## src/rtl/ps2_pkg.sv

```systemverilog
// Shared PS/2 definitions: host-transmitter FSM states, filter width, default timing, command bytes.
package ps2_pkg;

  typedef enum logic [2:0] {
    S_IDLE  = 3'd0,
    S_RTS   = 3'd1,
    S_START = 3'd2,
    S_DATA  = 3'd3,
    S_STOP  = 3'd4,
    S_DONE  = 3'd5
  } tx_state_t;

  localparam int unsigned FILTER_W        = 8;
  localparam int unsigned INHIBIT_DEFAULT = 5000;

  localparam logic [7:0] CMD_SET_LED = 8'hED;
  localparam logic [7:0] CMD_RESET   = 8'hFF;
  localparam logic [7:0] RESP_ACK    = 8'hFA;

endpackage

```

## src/rtl/ps2_host_tx_if.sv

```systemverilog
// Pin and handshake bundle for the PS/2 host transmitter.
// The err flag is present only when PS2_TX_TIMEOUT_EN is defined.
interface ps2_host_tx_if;
  logic       wr_ps2;
  logic [7:0] din;
  logic       ps2_c;
  logic       data_in;
  logic       ps2c_drive;
  logic       ps2d_drive;
  logic       tx_idle;
  logic       tx_done_tick;
  logic       ack_ok;
`ifdef PS2_TX_TIMEOUT_EN
  logic       err;
`endif

  modport master (
    output wr_ps2, din, ps2_c, data_in,
    input  ps2c_drive, ps2d_drive, tx_idle, tx_done_tick, ack_ok
`ifdef PS2_TX_TIMEOUT_EN
    , input err
`endif
  );

  modport slave (
    input  wr_ps2, din, ps2_c, data_in,
    output ps2c_drive, ps2d_drive, tx_idle, tx_done_tick, ack_ok
`ifdef PS2_TX_TIMEOUT_EN
    , output err
`endif
  );
endinterface

```

## src/rtl/ps2_edge_filter.sv

```systemverilog
// PS/2 clock debounce: the level flips only after FILTER_W identical samples;
// fall_edge marks the cycle in which the filtered level is about to go low.
module ps2_edge_filter
  import ps2_pkg::*;
(
  input  logic clk,
  input  logic rst,
  input  logic ps2_c,
  output logic fall_edge,
  output logic level
);

  logic [FILTER_W-1:0] filt_q;
  logic [FILTER_W-1:0] filt_d;
  logic                level_d;

  always_comb begin
    filt_d  = {ps2_c, filt_q[FILTER_W-1:1]};
    level_d = level;
    if (filt_d == '1)
      level_d = 1'b1;
    else if (filt_d == '0)
      level_d = 1'b0;
  end

  assign fall_edge = level & ~level_d;

  always_ff @(posedge clk or negedge rst) begin
    if (!rst) begin
      filt_q <= '0;
      level  <= 1'b0;
    end else begin
      filt_q <= filt_d;
      level  <= level_d;
    end
  end

endmodule

```

## src/rtl/ps2_host_tx.sv

```systemverilog
// PS/2 host-to-device transmitter: inhibit, start bit, 8 data bits, odd parity, stop, ack sample.
// Optional device-clock watchdog and err flag with PS2_TX_TIMEOUT_EN.
module ps2_host_tx
  import ps2_pkg::*;
#(
  parameter int unsigned INHIBIT_CYCLES = INHIBIT_DEFAULT
`ifdef PS2_TX_TIMEOUT_EN
  , parameter int unsigned TIMEOUT_CYCLES = 1_000_000
`endif
) (
  input  logic            clk,
  input  logic            rst,
  ps2_host_tx_if.slave    bus
);

  localparam int unsigned IW = $clog2(INHIBIT_CYCLES + 1);

  tx_state_t       state, state_next;
  logic [8:0]      shift_q, shift_d;
  logic [3:0]      bit_q, bit_d;
  logic [IW-1:0]   inh_q, inh_d;
  logic            ack_q, ack_d;
  logic [1:0]      sync_q;
  logic            fall_edge;
  logic            level;

  ps2_edge_filter u_filter (
    .clk       (clk),
    .rst       (rst),
    .ps2_c     (bus.ps2_c),
    .fall_edge (fall_edge),
    .level     (level)
  );

`ifdef PS2_TX_TIMEOUT_EN
  localparam int unsigned WW = $clog2(TIMEOUT_CYCLES + 1);
  logic [WW-1:0] wd_q, wd_d;
  logic          err_q, err_d;
  assign bus.err = err_q;
`endif

  always_comb begin
    state_next       = state;
    shift_d          = shift_q;
    bit_d            = bit_q;
    inh_d            = inh_q;
    ack_d            = ack_q;
    bus.ps2c_drive   = 1'b0;
    bus.ps2d_drive   = 1'b0;
    bus.tx_idle      = 1'b0;
    bus.tx_done_tick = 1'b0;
`ifdef PS2_TX_TIMEOUT_EN
    wd_d  = '0;
    err_d = err_q;
`endif
    case (state)
      S_IDLE: begin
        bus.tx_idle = 1'b1;
        if (bus.wr_ps2) begin
          shift_d    = {~^bus.din, bus.din};
          inh_d      = '0;
          ack_d      = 1'b0;
`ifdef PS2_TX_TIMEOUT_EN
          err_d      = 1'b0;
`endif
          state_next = S_RTS;
        end
      end
      S_RTS: begin
        bus.ps2c_drive = 1'b1;
        if (inh_q == IW'(INHIBIT_CYCLES - 1))
          state_next = S_START;
        else
          inh_d = inh_q + 1'b1;
      end
      S_START: begin
        bus.ps2d_drive = 1'b1;
        if (fall_edge) begin
          bit_d      = 4'd8;
          state_next = S_DATA;
        end
      end
      S_DATA: begin
        bus.ps2d_drive = ~shift_q[0];
        if (fall_edge) begin
          shift_d = {1'b0, shift_q[8:1]};
          if (bit_q == 4'd0)
            state_next = S_STOP;
          else
            bit_d = bit_q - 1'b1;
        end
      end
      S_STOP: begin
        if (fall_edge) begin
          ack_d      = ~sync_q[1];
          state_next = S_DONE;
        end
      end
      S_DONE: begin
        bus.tx_done_tick = 1'b1;
        state_next       = S_IDLE;
      end
      default: state_next = S_IDLE;
    endcase
`ifdef PS2_TX_TIMEOUT_EN
    // Abort rides the normal DONE path so the tick and release happen exactly as for a finished frame.
    if ((state == S_START || state == S_DATA || state == S_STOP) && !fall_edge) begin
      if (wd_q == WW'(TIMEOUT_CYCLES - 1)) begin
        err_d      = 1'b1;
        ack_d      = 1'b0;
        state_next = S_DONE;
      end else begin
        wd_d = wd_q + 1'b1;
      end
    end
`endif
  end

  assign bus.ack_ok = ack_q;

  always_ff @(posedge clk or negedge rst) begin
    if (!rst) begin
      state   <= S_IDLE;
      shift_q <= '0;
      bit_q   <= '0;
      inh_q   <= '0;
      ack_q   <= 1'b0;
      sync_q  <= '0;
`ifdef PS2_TX_TIMEOUT_EN
      wd_q    <= '0;
      err_q   <= 1'b0;
`endif
    end else begin
      state   <= state_next;
      shift_q <= shift_d;
      bit_q   <= bit_d;
      inh_q   <= inh_d;
      ack_q   <= ack_d;
      sync_q  <= {sync_q[0], bus.data_in};
`ifdef PS2_TX_TIMEOUT_EN
      wd_q    <= wd_d;
      err_q   <= err_d;
`endif
    end
  end

endmodule
```

## src/flat_wrapper.sv

```systemverilog
// flat-port wrapper written by rule: the top's interface ports become plain ports
module ps2_host_tx_flat import ps2_pkg::*;
#(
  parameter int unsigned INHIBIT_CYCLES = INHIBIT_DEFAULT

)
  (clk, rst, bus_wr_ps2, bus_din, bus_ps2_c, bus_data_in, bus_ps2c_drive, bus_ps2d_drive, bus_tx_idle, bus_tx_done_tick, bus_ack_ok);
  ps2_host_tx_if bus_i ();
  input  logic clk;
  input  logic rst;
  input wire logic [$bits(bus_i.wr_ps2)-1:0] bus_wr_ps2;
  input wire logic [$bits(bus_i.din)-1:0] bus_din;
  input wire logic [$bits(bus_i.ps2_c)-1:0] bus_ps2_c;
  input wire logic [$bits(bus_i.data_in)-1:0] bus_data_in;
  output wire logic [$bits(bus_i.ps2c_drive)-1:0] bus_ps2c_drive;
  output wire logic [$bits(bus_i.ps2d_drive)-1:0] bus_ps2d_drive;
  output wire logic [$bits(bus_i.tx_idle)-1:0] bus_tx_idle;
  output wire logic [$bits(bus_i.tx_done_tick)-1:0] bus_tx_done_tick;
  output wire logic [$bits(bus_i.ack_ok)-1:0] bus_ack_ok;
  assign bus_i.wr_ps2 = bus_wr_ps2;
  assign bus_i.din = bus_din;
  assign bus_i.ps2_c = bus_ps2_c;
  assign bus_i.data_in = bus_data_in;
  assign bus_ps2c_drive = bus_i.ps2c_drive;
  assign bus_ps2d_drive = bus_i.ps2d_drive;
  assign bus_tx_idle = bus_i.tx_idle;
  assign bus_tx_done_tick = bus_i.tx_done_tick;
  assign bus_ack_ok = bus_i.ack_ok;
  ps2_host_tx #(.INHIBIT_CYCLES(INHIBIT_CYCLES)) u_core (.clk(clk), .rst(rst), .bus(bus_i));
endmodule
```

## config.mk

```make
export PLATFORM = sky130hd
export DESIGN_NAME = ps2_host_tx_flat
export DESIGN_NICKNAME = d
export VERILOG_FILES = /design/src/rtl/ps2_pkg.sv /design/src/rtl/ps2_host_tx_if.sv /design/src/rtl/ps2_edge_filter.sv /design/src/rtl/ps2_host_tx.sv /design/src/flat_wrapper.sv
export SDC_FILE = /design/constraint.sdc
export NUM_CORES = 1
export LEC_CHECK = 0
export CAP_MARGIN = 10
export CORE_MARGIN = 2
export CORE_UTILIZATION = 50
export CTS_BUF_LIST = sky130_fd_sc_hd__clkbuf_16
export CTS_CLUSTER_DIAMETER = 60
export DETAILED_ROUTE_END_ITERATION = 8
export PLACE_DENSITY = 0.85
export SYNTH_ARGS = -nofsm -noshare
export SYNTH_HDL_FRONTEND = slang
export SYNTH_HIERARCHICAL = 1
export SYNTH_SLANG_ARGS = --single-unit
```

## constraint.sdc

```tcl
create_clock -name clk -period 2.1 [get_ports clk]
set_input_delay 0.315 -clock clk [delete_from_list [all_inputs] [get_ports clk]]
set_output_delay 0.315 -clock clk [all_outputs]
set_load 0.05 [all_outputs]
```

==> impl_results.md <==
* Worst-margin pin slew at 593.2 ps
* Die area at between 4000 and 5000 um2
* Multi-input logic area at 922.1 um2
* Post-synthesis xor/xnor area fraction at ~3.5%
* First-pass GRT wire length at ~6600 um
* Final instance area at roughly 2400 um2
* Synth Cell Area at 1976 um2
* Initial DRC Count at 88
* Max-cap violations at 0
* Fmax at ~500 MHz
* Synthesized net count at between 200 and 250
* CTS Sinks at 40
* DRT Pass-1 Iters at 5
* GP Congestion at 0.8142
* Yosys top cell area share at about half
* Post-synthesis sequential area ratio at between 50% and 60%
* Simple logic cell fraction of the synthesized area at roughly a fifth
* CTS resizes at 0
* Via/cell ratio at approximately 5.7
* Main flop type after synthesis: dfrtp_1
* Post-Syn Instances at between 150 and 200
* Setup ws final at around 110 ps
* Pwr dens at about 1300 nW/um2
* Slew HR at between 60% and 70%
* Synth cell types at 45
* Setup Skew at roughly 7.3 ps
* Fraction of layout cells with a size suffix above 1 at between 10 and 15%
* Chip Width at 66.86 um
* # DRC at 0
* Post-synth ARST share at 100.0%
* Crit-path max FO at 5
* CTS tree: yes
* HPWL Detailed at approximately 2700 um
* Clk_lat worst skew at ~280 ps
* Post-Synth Adder-Cell Area at 1.900%
* # nets final at around 240
* Max-slew violation count at 0
* Gr usage total at between 10% and 20%
* EDFF count, synth at 0
* Filler cell count at slightly below 300
* Row count at 22
* Postcts setup bufs at 0
* Number of global-route vias before repair at approximately 1,400
* CP required at roughly 2300 ps
* Post-synth top cells: dfrtp_1 (40), a21oi_1 (18), nand2_1 (14), o21ai_0 (14), nor2_1 (13)
* Final Critical Period at between 1500 and 2000 ps
* Arr. time, crit path at roughly 2200 ps
* CP Capture Type: flop
* Vias post-DR at roughly 1,600
* Sequential cell area at about 1000 um2
* Mux cell area share after synthesis at under 10%
* GRT Residual Overflow at 0
* RSZ-0062 raised after global routing: false
* CORE AREA at about 3700 um2
* Total length of routed wires at approximately 3800 um
* Final setup viols at 0
* Dpl cell area at 2267 um2
* Count leader, synth: dfrtp_1
* Tcrit/Tclk final at between 90% and 100%
* Port buffer count at 17
* Final Hold Viols at 0
* Post-synthesis area per instance at around 10 um2
* WS Path Type: reg -> reg
* DIE HEIGHT at around 67 um
* Synth warn at 6
* Clock buffer depth at 2
* Clock transition time at the flip-flop clock pins of the worst setup and hold paths at 60 ps
* Starting Density at between 50% and 60%
* Pin count of the biggest net entering global routing at 29
* Worst Hold Class: in -> async
* ANT nets after route at 0
* Startpoint Class: flop
* Layout area overhead at 21.91%
* Compound-cell area share of the yosys netlist at ~16%
* Avg WL per Cell at 13.81 um
* CTS Buf Count at 5
* Leak Pwr at between 1 and 1.5 nW
* Main combinational cell family by area after synthesis: simple AND/OR/NAND/NOR gates
* Area leader, netlist: dfrtp_1
* Hold-fix buffers at CTS at 0
* H-tree depth at 2
* FF+latch count, synth at 40
* Post-place setup slack at -53.67 ps
* Max VDD drop at between 0.0008 and 0.0009 V
* Diodes inserted at 0
* Outcome: completed
* Clock Root Buffer: clkbuf_16
* Top cells by area, synth: dfrtp_1 (51%), a21oi_1 (4.6%), mux2i_1 (3.5%), o21ai_0 (3.5%), nand2_1 (2.7%)
* Initial antenna violation count at 0
* I/O Pins at 18
-- worst max-delay path, cell delays in order, from the launching register on --
cell	delay (ps)
dfrtp_1	380
or3b_1	460
or4_4	590
or3_1	350
a21oi_1	140
-- power breakdown --
group / switching, mW / internal (mW)
Sequential: 0.128 / 0.954
Combinational: 0.721 / 0.509
Clock: 0.272 / 0.432
Total: 1.12 / 1.90
-- final cells by class --
class | count | area share [%]
clock buffers | 5 | 5.195
clock inverters | 3 | 0.6753
inverters | 5 | 0.7792
multi-input cells | 143 | 38.29
flip-flops and latches | 40 | 41.56
well taps | 48 | 2.494
repair buffers | 30 | 11.01
-- worst paths after layout --
path | slack [ps] | cells after the start | endpoint | start
worst max-delay path | 110 | 4 | u_core/inh_q[11] | u_core/state[1]
min in group clk | 350 | 0 | u_core/sync_q[1] | u_core/sync_q[0]
worst max register to register | 110 | 4 | u_core/inh_q[11] | u_core/state[1]
worst min register to register | 350 | 0 | u_core/sync_q[1] | u_core/sync_q[0]
worst min-delay path | 40 | 1 | u_core/inh_q[2] | rst
max in group asynchronous | 1520 | 2 | u_core/state[1] | rst
-- flip-flops by register name (all words and copies together) (netlist names) --
name and cells:
u_core/inh_q 13, u_core/shift_q 9, u_core/bus.ack_ok 1, u_core/sync_q 2
u_core/bit_q 4, u_core/u_filter/filt_q 7, u_core/state 3, u_core/u_filter/level 1
-- cell families (layout without fill, tap and decap cells) --
group / count (synthesis) / in the layout
multiplexers: 9 / 9
AO/OA/AOI/OAI: 52 / 52
AND/OR/NAND/NOR: 71 / 71
adder cells (fa/ha/maj): 3 / 3
buffers and inverters: 14 / 43
flip-flops: 40 / 40
XOR/XNOR: 8 / 8
-- through the flow --
step / TNS [ps] / utilization (%) / power (mW) / hold slack, ps / std cells
floorplan: 0 / - / 1.921 / 19.41 / 197
global placement: 0 / 60.56 / 2.266 / 334.8 / 266
detailed placement: -94.21 / 60.56 / 2.311 / 341.1 / 266
CTS: 0 / 64.34 / 3.043 / 54.50 / 274
global route: 0 / 64.34 / 3.215 / 101.0 / 274
finish: 0 / 64.34 / 3.017 / 40.33 / 274
-- layout by cell type (no fill, tap or decap), drive strengths merged, types with 5 or more instances in the layout --
| cell | instances |
|---|---|
| inv | 7 |
| nand2 | 14 |
| nand3 | 10 |
| mux2i | 7 |
| buf | 18 |
| dfrtp | 40 |
| nor2 | 13 |
| xnor2 | 6 |
| clkdlybuf4s50 | 12 |
| a21oi | 18 |
| o21ai | 14 |
| clkbuf | 5 |
| or3 | 5 |
-- layer usage --
layer | part of all wire, % | track usage [%] | up-vias | wire length [um]
met5 | 0 | 0 | - | 0
met4 | 0.77 | 6.122 | 0 | 29
met3 | 2.7 | 4.561 | 4 | 104
met2 | 50 | 32.63 | 25 | 1910
met1 | 46 | 25.89 | 753 | 1740
li1 | - | - | 777 | -
(Power assumes the default switching activity.)
